**src/rtl/parity_serial_rx.sv**
```systemverilog
// Serial frame receiver (start, DATA_W bits LSB first, XOR parity, stop) with a one-word valid/ready buffer.
// Latency: data_valid rises one cycle after the mid-stop-bit sample; PARITY_RX_SYNC_EN adds a 2-flop rx synchronizer (+2 cycles).
// Backpressure: a frame finishing while the buffer is full and not being accepted is dropped and sets sticky overrun.
module parity_serial_rx #(
  parameter int DATA_W       = 8,
  parameter int CLKS_PER_BIT = 4,
  parameter int PARITY_ODD   = 0
) (
  input  logic              clk,
  input  logic              rst_n,
  input  logic              rx,
  output logic [DATA_W-1:0] data,
  output logic              data_valid,
  input  logic              data_ready,
  output logic              parity_err,
  output logic              frame_err,
  output logic              overrun,
  output logic              busy
);

  localparam int CNT_W = (CLKS_PER_BIT > 1) ? $clog2(CLKS_PER_BIT) : 1;
  localparam int IDX_W = $clog2(DATA_W + 1);
  localparam logic [CNT_W-1:0] HALF_M1  = CNT_W'(CLKS_PER_BIT / 2 - 1);
  localparam logic [CNT_W-1:0] FULL_M1  = CNT_W'(CLKS_PER_BIT - 1);
  localparam logic [IDX_W-1:0] LAST_IDX = IDX_W'(DATA_W - 1);
  localparam logic             PAR_ODD  = (PARITY_ODD != 0);

  typedef enum logic [2:0] {IDLE, START, DATA, PARITY, STOP} state_t;

  state_t            state, state_nxt;
  logic [CNT_W-1:0]  cnt, cnt_nxt;
  logic [IDX_W-1:0]  idx, idx_nxt;
  logic [DATA_W-1:0] shift, shift_nxt;
  logic              par_bit, par_nxt;
  logic              frame_done;
  logic              bit_tick;
  logic              rx_s;

`ifdef PARITY_RX_SYNC_EN
  logic [1:0] rx_sync;

  always_ff @(posedge clk or negedge rst_n) begin
    if (!rst_n) rx_sync <= 2'b11;
    else        rx_sync <= {rx_sync[0], rx};
  end

  assign rx_s = rx_sync[1];
`else
  assign rx_s = rx;
`endif

  always_ff @(posedge clk or negedge rst_n) begin
    if (!rst_n) begin
      state   <= IDLE;
      cnt     <= '0;
      idx     <= '0;
      shift   <= '0;
      par_bit <= 1'b0;
    end else begin
      state   <= state_nxt;
      cnt     <= cnt_nxt;
      idx     <= idx_nxt;
      shift   <= shift_nxt;
      par_bit <= par_nxt;
    end
  end

  assign bit_tick = (cnt == FULL_M1);

  always_comb begin
    state_nxt  = state;
    cnt_nxt    = cnt;
    idx_nxt    = idx;
    shift_nxt  = shift;
    par_nxt    = par_bit;
    frame_done = 1'b0;
    case (state)
      IDLE: begin
        if (!rx_s) begin
          state_nxt = START;
          cnt_nxt   = '0;
        end
      end
      START: begin
        // Re-check the line at mid start bit to reject glitches.
        if (cnt == HALF_M1) begin
          cnt_nxt = '0;
          if (rx_s) begin
            state_nxt = IDLE;
          end else begin
            state_nxt = DATA;
            idx_nxt   = '0;
          end
        end else begin
          cnt_nxt = cnt + CNT_W'(1);
        end
      end
      DATA: begin
        if (bit_tick) begin
          cnt_nxt   = '0;
          // Shift in at the MSB so the first (LSB) bit ends up in bit 0.
          shift_nxt = (shift >> 1) | (DATA_W'(rx_s) << (DATA_W - 1));
          if (idx == LAST_IDX) state_nxt = PARITY;
          else                 idx_nxt   = idx + IDX_W'(1);
        end else begin
          cnt_nxt = cnt + CNT_W'(1);
        end
      end
      PARITY: begin
        if (bit_tick) begin
          cnt_nxt   = '0;
          par_nxt   = rx_s;
          state_nxt = STOP;
        end else begin
          cnt_nxt = cnt + CNT_W'(1);
        end
      end
      STOP: begin
        if (bit_tick) begin
          cnt_nxt    = '0;
          frame_done = 1'b1;
          state_nxt  = IDLE;
        end else begin
          cnt_nxt = cnt + CNT_W'(1);
        end
      end
      default: state_nxt = IDLE;
    endcase
  end

  always_ff @(posedge clk or negedge rst_n) begin
    if (!rst_n) begin
      data       <= '0;
      data_valid <= 1'b0;
      parity_err <= 1'b0;
      frame_err  <= 1'b0;
      overrun    <= 1'b0;
    end else if (frame_done) begin
      if (!data_valid || data_ready) begin
        data       <= shift;
        parity_err <= (^shift) ^ par_bit ^ PAR_ODD;
        frame_err  <= ~rx_s;
        data_valid <= 1'b1;
      end else begin
        overrun <= 1'b1;
      end
    end else if (data_valid && data_ready) begin
      data_valid <= 1'b0;
    end
  end

  assign busy = (state != IDLE);

endmodule

```
**config.mk**
```make
export PLATFORM = sky130hd
export DESIGN_NAME = parity_serial_rx
export DESIGN_NICKNAME = d
export VERILOG_FILES = /design/src/rtl/parity_serial_rx.sv
export SDC_FILE = /design/constraint.sdc
export NUM_CORES = 1
export LEC_CHECK = 0
export CAP_MARGIN = 40
export CORE_MARGIN = 3
export CORE_UTILIZATION = 50
export DETAILED_ROUTE_END_ITERATION = 8
export HOLD_SLACK_MARGIN = 0.08
export PLACE_DENSITY = 0.76
export SETUP_SLACK_MARGIN = 0.4
export SLEW_MARGIN = 20
export SYNTH_ARGS = -nofsm -noshare
export SYNTH_HDL_FRONTEND = slang
export SYNTH_SLANG_ARGS = --single-unit
```
**constraint.sdc**
```tcl
create_clock -name clk -period 1.9 [get_ports clk]
set_input_delay 0.19 -clock clk [delete_from_list [all_inputs] [get_ports clk]]
set_output_delay 0.19 -clock clk [all_outputs]
set_load 0.01 [all_outputs]
```
==> results of run 1 <==
power by group:
part	switching, mW	internal (mW)	leakage (nW)
registers	0.214	0.824	0.395
logic	0.815	1.03	0.497
clock network	0.200	0.306	0.0443
total	1.23	2.16	0.936
layout make-up:
type	count	area [um2]	area share, %
Timing Repair Buffer	38	347	16.7
Clock inverter	1	30.0	1.45
Tap cell	31	38.8	1.87
Sequential cell	30	756	36.4
Multi-Input combinational cell	88	835	40.2
Inverter	5	18.8	0.904
Clock buffer	6	51.3	2.47
routing by layer:
layer / global-route usage [%] / part of all wire, %
met1: 25.2 / 46
met2: 30.4 / 50
met3: 5.53 / 3.8
met4: 4.95 / 0.27
met5: 0 / 0
Yosys cell counts (2+ instances only):
| master | instances | area [um2] |
|---|---|---|
| a21oi_1 | 2 | 10.0 |
| and2_1 | 3 | 18.8 |
| buf_2 | 3 | 15.0 |
| dfrtp_1 | 30 | 751 |
| ha_1 | 5 | 62.6 |
| inv_1 | 5 | 18.8 |
| mux2_1 | 10 | 113 |
| mux2_2 | 6 | 67.6 |
| nand2_1 | 7 | 26.3 |
| nand2b_1 | 3 | 18.8 |
| nand3_1 | 3 | 15.0 |
| nand3b_1 | 2 | 15.0 |
| nand4_1 | 3 | 18.8 |
| nor2_1 | 2 | 7.51 |
| nor3b_1 | 4 | 30.0 |
| o21ai_0 | 7 | 35.0 |
| o21ai_1 | 3 | 15.0 |
| o21bai_1 | 2 | 15.0 |
| o31ai_1 | 4 | 30.0 |
| xnor2_1 | 4 | 35.0 |
| xor2_1 | 2 | 17.5 |
metrics by stage:
step / cells / worst slack, ps / utilization [%]
after floorplan: 128 / 411 / -
after global placement: 174 / 285 / 60.4
after detailed placement: 174 / 191 / 60.4
after CTS: 196 / 363 / 69.7
after global routing: 199 / 294 / 73.4
final: 199 / 335 / 73.4
timing repair:
item	CTS	global route
gates resized for setup	22	21
buffers inserted	15	3
setup endpoints to repair	23	20
pin swaps	5	6
path summary, 6_finish.rpt:
kind	slack, ps	to	startpoint	cells after the start
hold / removal	250	state[0]$_DFFE_PN0P_	rst_n	2
setup / recovery	340	shift[1]$_DFFE_PN0P_	state[0]$_DFFE_PN0P_	4
hold reg to reg	490	data[5]$_DFFE_PN0P_	data[5]$_DFFE_PN0P_	1
setup reg to reg	340	shift[1]$_DFFE_PN0P_	state[0]$_DFFE_PN0P_	4
min in group clk	490	data[5]$_DFFE_PN0P_	data[5]$_DFFE_PN0P_	1
max in group asynchronous	1350	state[2]$_DFFE_PN0P_	rst_n	2
cells by family after synthesis:
| kind of cell | after synthesis | share of synthesized area [%] |
|---|---|---|
| compound gates | 27 | 12.6 |
| xor+xnor | 7 | 4.97 |
| fa+ha+maj | 5 | 4.14 |
| buf+inv | 10 | 3.48 |
| flops | 30 | 49.7 |
| mux | 16 | 11.9 |
| simple gates | 33 | 13.2 |
registers in the layout (all words and copies together) (netlist names), 2 cells and up:
name	count
data	8
shift	8
idx	4
state	3
cnt	2
==> reports/results.txt, run 1 <==
Leading cell types in the layout, fill and taps excluded: dfrtp_1, clkdlybuf4s50_1, buf_4, mux2_4
Worst hold-check slack: 250 ps
Area growth from synthesis to layout: 37.3%
Power density normalized to cell area: 1630 nW/um2
Syn_area_per_cell: 11.8 um2
Max Clk Rate: 639 MHz
Number of fill cells: 180
Setup repair after global routing missed its margin: yes
H-tree depth reported by CTS: 2
Category of the critical setup timing path: register to register
Relative slew margins: 70.1%
GR Overflow Total: 0
Total of flip-flops plus latches after synthesis: 30
Post-Route Skew: 2.93 ps
Tot Pwr: 3.38 mW
Syn nets: 137
Most common cell after layout, fill and taps aside: dfrtp_1
Post-route cell area: 2080 um2
Clock period minus final worst setup slack: 1560 ps
Kind of launch point of the worst setup path: register
CTS Buffer Depth: 2
Antenna cell count: 0
Sequential-to-total area share from yosys stat: 49.7%
Drt pass-1 iters: 4
Routed WL per cell: 16.9 um
Path class of the lowest-slack min-delay path: input port to async pin
Placeable core region: 2830 um2
CP max FO: 8
Width of the die: 61.0 um
EDFF count, synth: 0
Largest net degree at the start of global routing: 31
Final setup TNS: 0 ps
Final setup fails: 0
Dominant synthesized flop cell: dfrtp_1
Post-route fraction of the period consumed by the critical path: 82.3%
Buffer and inverter count on the worst path: 1
Clock buffer count from CTS: 5
Number of hold violations in the final report: 0
Antenna violations before repair: 0
Cell family with the largest share of critical-path delay: simple AND/OR/NAND/NOR gates
Arrival time of the worst setup path: 1760 ps
Floorplan die height: 61.0 um
Estimated wirelength of the detail-placed design: 1930 um
Number of placement rows: 19
Count of routing violations after the opening detailed-route iteration: 34
Count of maximum capacitance violations: 0
Buffer type at the clock tree root: clkbuf_4
Placement Cell Area: 1710 um2
Final Max Tran Viols: 0
CTS clk-pin slew, worst paths: 90 ps
Number of nets in the layout: 177
Number of warnings reported in the yosys synthesis log: 0
Count of vias placed by the detailed router: 1,148
Post-synthesis cell area: 1510 um2
Endpoint class of the critical path: register
Number of global-route vias before repair: 1,105
Fraction of layout instances using a drive strength above 1: 38.1%
Initial cell density of the core: 53.4%
IO Count: 17
First-pass GRT wire length: 5230 um
TritonCTS clock tree: yes
List of cells traversed by the critical path: buf_6 > nor3b_4 > and2_4 > mux2_4
Number of nets still failing antenna checks after routing: 0
Number of port buffers: 16
Synthesized netlist cell count: 128
Critical Path RT: 2100 ps
Delay of the slowest cell on the worst path: 430 ps
Critical path's slowest cell: dfrtp_2
Aggregate routed wire length: 3370 um
Die Footprint: 3720 um2
Average via count per standard cell: 5.77
Post-CTS Hold Buffers: 0
Number of remaining DRC errors: 0
Routability cong.: 0.836
Yosys cell types: 39
Clk_lat worst skew: 310 ps
Static Leakage: 0.936 nW
Actual slew at the worst max-slew pin: 445 ps
Outcome: completed
Overall fraction of global-route tracks in use: 18.9%
Fraction of registers with async set or reset after synthesis: 100%
Total number of clock tree sinks: 30
Max IR drop VDD: 1100 uV
(Power assumes the default switching activity.)
==> run 2, diff against run 1 <==
==> constraint.sdc (replaced) <==
create_clock -name clk -period 1.55 [get_ports clk]
set_input_delay 0.155 -clock clk [delete_from_list [all_inputs] [get_ports clk]]
set_output_delay 0.155 -clock clk [all_outputs]
set_load 0.01 [all_outputs]
==> reports/results.txt, run 2 (same netlist as run 1, synthesis figures left out) <==
Outcome: complete, but fails checks
Failing checks: setup timing
Post-layout worst setup margin: -22.3 ps (-358 ps)
Static Leakage: 1.08 nW (+15%)
Area of all sequential standard cells: 759 um2 (+0.50%)
Area growth from synthesis to layout: 52.6%
Max Clk Rate: 636 MHz (-0.49%)
Average via count per standard cell: 5.85 (+1.3%)
Routability cong.: 0.839 (+0.31%)
Critical Path RT: 1760 ps (-340 ps)
Number of global-route vias before repair: 1,286 (+16%)
CP max FO: 4 (-4)
Power density normalized to cell area: 1950 nW/um2 (+20%)
Final Max Tran Viols: 0 (unchanged)
Kind of launch point of the worst setup path: register
Path class of the lowest-slack min-delay path: input port to async pin
Initial cell density of the core: 53.4% (unchanged)
Die Footprint: 3720 um2 (unchanged)
Delay of the slowest cell on the worst path: 460 ps (+30 ps)
Setup repair after global routing missed its margin: yes
Arrival time of the worst setup path: 1780 ps (+20 ps)
First-pass GRT wire length: 6190 um (+18%)
Floorplan die height: 61.0 um (unchanged)
Relative slew margins: 75.2% (+5.1 points)
Post-Route Skew: 5.97 ps (+3.03 ps)
Biggest registers after layout: data x8, shift x8, idx x4
Number of hold violations in the final report: 0 (unchanged)
Area occupied by multi-input gates: 935 um2 (+12%)
GR Overflow Total: 0 (unchanged)
Largest net degree at the start of global routing: 31 (unchanged)
Number of placement rows: 19 (unchanged)
Clock buffer count from CTS: 5 (unchanged)
Number of fill cells: 157 (-13%)
Flop2flop setup slack: -20 ps (-360 ps)
Buffer type at the clock tree root: clkbuf_4
Placeable core region: 2830 um2 (unchanged)
Number of nets in the layout: 192 (+8.5%)
R2R Path End: idx[2]$_DFFE_PN0P_
Endpoint class of the critical path: register
Category of the critical setup timing path: register to register
Final core area utilization: 81.5% (+8.1 points)
Routed WL per cell: 18.8 um (+11%)
Total number of clock tree sinks: 30 (unchanged)
Width of the die: 61.0 um (unchanged)
IO Count: 17 (unchanged)
TritonCTS clock tree: yes
List of cells traversed by the critical path: buf_6 > ha_4 > nor3b_4 > o21ai_2 > nand4_1 > buf_4 > o21ai_2
Setup slack after placement: -40.6 ps (-232 ps)
Most common cell after layout, fill and taps aside: buf_4
Fraction of layout instances using a drive strength above 1: 56.0% (+18 points)
Antenna cell count: 0 (unchanged)
CTS Buffer Depth: 2 (unchanged)
Aggregate routed wire length: 4050 um (+20%)
Number of remaining DRC errors: 0 (unchanged)
Final setup fails: 1 (+1)
Count of routing violations after the opening detailed-route iteration: 52 (+53%)
Critical path's slowest cell: dfrtp_2
Overall fraction of global-route tracks in use: 23.0% (+4.1 points)
Worst R2R Path Depth: 7 (+3)
Count of vias placed by the detailed router: 1,257 (+9.5%)
Worst setup path startpoint: cnt[0]$_DFFE_PN0P_
Tot Pwr: 4.50 mW (+33%)
Clock period minus final worst setup slack: 1570 ps (+7.74 ps)
CTS clk-pin slew, worst paths: 80 ps (about the same)
Drt pass-1 iters: 4 (unchanged)
Cell seen most often among critical-path stages: o21ai_2
Clk_lat worst skew: 330 ps (+20 ps)
Count of maximum capacitance violations: 0 (unchanged)
Number of nets still failing antenna checks after routing: 0 (unchanged)
Max IR drop VDD: 1260 uV (+15%)
Actual slew at the worst max-slew pin: 372 ps (-72.7 ps)
Leading cell types in the layout, fill and taps excluded: buf_4, dfrtp_1, mux2_4, buf_6, clkdlybuf4s15_1
Number of port buffers: 16 (unchanged)
Estimated wirelength of the detail-placed design: 2270 um (+18%)
Post-route fraction of the period consumed by the critical path: 101% (+19 points)
Startpoint of the worst register-to-register path: cnt[0]$_DFFE_PN0P_
H-tree depth reported by CTS: 2 (unchanged)
Antenna violations before repair: 0 (unchanged)
[run 2: cell count changes in the layout (fill, tap and decap cells not counted), moves of 6 or more]
cell,change
clkdlybuf4s15_1,+10
clkdlybuf4s50_1,-12
mux2_1,-6
buf_4,+9
mux2_4,+8
[run 2: cell type report]
cell class | count | share of cell area (%)
Clock buffer | 7 | 2.39
Sequential cell | 30 | 32.9
Tap cell | 31 | 1.68
Timing Repair Buffer | 53 | 21.2
Inverter | 5 | 1.03
Clock inverter | 1 | 0.217
Multi-Input combinational cell | 88 | 40.5
[run 2: repair_timing]
action                                  in CTS  in global routing
hold buffers                                 0                  0
setup buffers                               18                  9
endpoints found under the setup margin      41                 31
pin swaps                                   11                 18
gates resized for setup                     49                 34
[run 2: how the worst max path moves through the flow]
stage / cells past startpoint / slack (ps) / endpoint
final: 7 / -20 / idx[2]$_DFFE_PN0P_
after detailed placement: 6 / -40 / idx[3]$_DFFE_PN0P_
after floorplan: 5 / 160 / state[0]$_DFFE_PN0P_
after global placement: 5 / 60 / idx[3]$_DFFE_PN0P_
after CTS: 5 / 40 / idx[3]$_DFFE_PN0P_
after global routing: 4 / -120 / state[0]$_DFFE_PN0P_
[run 2: critical path: cells and delay by family, from the launching register on]
family	cells	cell delay, ps
adders and majority gates	1	160
AOI/OAI and AO/OA	2	120
buffers and inverters	2	300
and+or+nand+nor	2	420
DFF	1	460
[run 2: through the flow]
stage / setup TNS, ps / std cells / hold WS, ps / cell area [um2]
floorplan: 0 / 128 / -141 / 1610
global placement: 0 / 180 / 464 / 1860
detailed placement: -54.4 / 180 / 472 / 1860
CTS: 0 / 206 / 219 / 2140
global route: -252 / 215 / 224 / 2310
finish: -22.3 / 215 / 200 / 2310
[run 2: power by group]
group	internal, mW	switching [mW]
Clock	0.219	0.254
Sequential	1.02	0.279
Combinational	1.54	1.20
[run 2: metal layers]
layer  wire (um)  vias up  share of wire [%]  global-route usage (%)
met5           0        -                  0                       0
met4          67        0                1.7                    6.81
met3         163        7                4.0                    5.74
met2        2080       31                 51                    39.4
met1        1740      641                 43                    28.7
li1            -      578                  -                       -
==> run 3, diff against run 2 <==
--- a/config.mk
+++ b/config.mk
@@ -7,10 +7,10 @@
 export LEC_CHECK = 0
 export CAP_MARGIN = 40
 export CORE_MARGIN = 3
-export CORE_UTILIZATION = 50
+export CORE_UTILIZATION = 44
 export DETAILED_ROUTE_END_ITERATION = 8
 export HOLD_SLACK_MARGIN = 0.08
-export PLACE_DENSITY = 0.76
+export PLACE_DENSITY = 0.69
 export SETUP_SLACK_MARGIN = 0.4
 export SLEW_MARGIN = 20
 export SYNTH_ARGS = -nofsm -noshare
==> reports/results.txt, run 3 (same netlist as run 1, synthesis figures left out) <==
Outcome: complete, but fails checks
Failing checks: setup timing
Largest net degree at the start of global routing: 31 (unchanged)
Post-CTS Hold Buffers: 0 (unchanged)
Number of port buffers: 16 (unchanged)
Max Clk Rate: 638 MHz (+0.29%)
Aggregate routed wire length: 3520 um (-13%)
Sw Share: 38.4% (-0.070 points)
Clock period minus final worst setup slack: 1570 ps (-4.52 ps)
Estimated wirelength of the detail-placed design: 2060 um (-9.3%)
H-tree depth reported by CTS: 2 (unchanged)
Count of routing violations after the opening detailed-route iteration: 35 (-33%)
Delay of the slowest cell on the worst path: 430 ps (-30 ps)
Leading cell types in the layout, fill and taps excluded: dfrtp_1, buf_4, mux2_4, buf_6
TritonCTS clock tree: yes
Number of nets still failing antenna checks after routing: 0 (unchanged)
Worst R2R Path Depth: 5 (-2)
Setup repair after global routing missed its margin: yes
Max IR drop VDD: 1180 uV (-6.3%)
Placeable core region: 3150 um2 (+11%)
Seq pwr share: 28.6% (-0.2 points)
Clock buffer count from CTS: 5 (unchanged)
Routed WL per cell: 15.7 um (-17%)
Number of placement rows: 20 (+1)
Tot Pwr: 4.43 mW (-1.6%)
Final setup fails: 1 (unchanged)
Number of fill cells: 217 (+38%)
Drt pass-1 iters: 4 (unchanged)
Number of remaining DRC errors: 0 (unchanged)
Post-route fraction of the period consumed by the critical path: 101% (-0.29 points)
Endpoint class of the critical path: register
Area growth from synthesis to layout: 53.3%
Category of the critical setup timing path: register to register
Routability cong.: 0.769 (-8.3%)
Kind of launch point of the worst setup path: register
Static Leakage: 1.07 nW (-1.2%)
List of cells traversed by the critical path: buf_4 > nor4b_2 > a21oi_4 > o31ai_4 > o31ai_2
Flop2flop setup slack: -20 ps (about the same)
Initial cell density of the core: 47.9% (-5.5 points)
Die Footprint: 4170 um2 (+12%)
Antenna violations before repair: 0 (unchanged)
Count of placed standard cells in the final layout, fillers left out: 224 (+4.2%)
Arrival time of the worst setup path: 1780 ps (about the same)
Average via count per standard cell: 5.34 (-8.7%)
Power density normalized to cell area: 1910 nW/um2 (-2.1%)
CP max FO: 6 (+2)
Worst hold-check slack: 204 ps (+4.40 ps)
Buffer type at the clock tree root: clkbuf_4
Fraction of layout instances using a drive strength above 1: 59.4% (+3.5 points)
Path class of the lowest-slack min-delay path: input port to async pin
Clk_lat worst skew: 330 ps (about the same)
Count of vias placed by the detailed router: 1,196 (-4.9%)
Final Max Tran Viols: 0 (unchanged)
Post-layout worst setup margin: -17.7 ps (+4.52 ps)
Post-Route Skew: 9.36 ps (+3.39 ps)
Actual slew at the worst max-slew pin: 563 ps (+191 ps)
Count of maximum capacitance violations: 0 (unchanged)
Antenna cell count: 0 (unchanged)
Number of hold violations in the final report: 0 (unchanged)
Floorplan die height: 64.6 um (+6.0%)
Cell internal power dissipation: 2.73 mW (-1.5%)
First-pass GRT wire length: 5660 um (-8.6%)
Final setup TNS: -17.7 ps (+4.52 ps)
Setup slack after placement: 10.9 ps (+51.5 ps)
Critical Path RT: 1770 ps (about the same)
Startpoint of the worst register-to-register path: state[1]$_DFFE_PN0P_
GR Overflow Total: 0 (unchanged)
Portion of total power attributed to the clock network: 11.1% (+0.6 points)
CTS clk-pin slew, worst paths: 100 ps (+20 ps)
Overall fraction of global-route tracks in use: 17.6% (-5.4 points)
Total placed cells including tap cells: 193 (+7.2%)
Number of global-route vias before repair: 1,198 (-6.8%)
Switching power: 1.70 mW (-1.8%)
Biggest registers after layout: data x8, shift x8, idx x4
Relative slew margins: 62.1% (-13 points)
Critical path's slowest cell: dfrtp_1
Combinational cell fraction of total power: 60.3% (-0.4 points)
R2R Path End: idx[3]$_DFFE_PN0P_
CTS Buffer Depth: 2 (unchanged)
Number of nets in the layout: 188 (-2.1%)
Width of the die: 64.6 um (+6.0%)
IO Count: 17 (unchanged)
Total number of clock tree sinks: 30 (unchanged)
Most common cell after layout, fill and taps aside: dfrtp_1
[run 3: per-stage QoR]
stage                     util, %  area (um2)
final                        73.5        2320
after global routing         73.5        2320
after CTS                    69.2        2180
after detailed placement     60.3        1900
after global placement       60.3        1900
after floorplan                 -        1610
[run 3: power by group through the flow]
stage	clock, mW	sequential, mW	combinational [mW]
final	0.492	1.27	2.67
after global routing	0.543	1.31	2.87
after CTS	0.503	1.27	2.23
after detailed placement	0	1.28	1.82
after global placement	0	1.27	1.78
after floorplan	0	1.23	1.36
[run 3: how the worst max path moves through the flow]
stage                               from                    to  slack, ps
global route        state[1]$_DFFE_PN0P_    idx[3]$_DFFE_PN0P_        -70
floorplan             cnt[1]$_DFFE_PN0P_  state[0]$_DFFE_PN0P_        160
CTS                 state[0]$_DFFE_PN0P_  shift[0]$_DFFE_PN0P_         30
detailed placement    cnt[0]$_DFFE_PN0P_    idx[2]$_DFFE_PN0P_         10
global placement                      rx    idx[3]$_DFFE_PN0P_         30
finish              state[1]$_DFFE_PN0P_    idx[3]$_DFFE_PN0P_        -20
[run 3: what timing repair did]
| action | in CTS | in global routing |
|---|---|---|
| endpoints found under the hold margin | 0 | 0 |
| resized for setup | 47 | 44 |
| setup buffers | 17 | 6 |
| endpoints found under the setup margin | 40 | 38 |
| pin swaps | 13 | 10 |
[run 3: worst max-delay path: cells and delay by family (launching register included)]
kind	cells	cell delay, ps
AO/OA/AOI/OAI	3	470
AND/OR/NAND/NOR	1	390
flip-flops	1	430
buffers and inverters	1	160
[run 3: per-layer routing]
layer | wire (um) | global-route usage (%) | vias up
met3 | 135 | 5.03 | 13
li1 | - | - | 567
met1 | 1620 | 22.5 | 585
met5 | 0 | 0 | -
met4 | 97 | 7.12 | 0
met2 | 1670 | 28.0 | 31
[run 3: layout make-up]
cell class	instances	area, um2	share of cell area, %
clock buffer	6	51.3	2.21
clock inverter	2	12.5	0.540
inverter	5	21.3	0.918
multi-input combinational	88	973	42.0
sequential	30	756	32.6
tap	44	55.1	2.38
timing repair buffer	49	448	19.3
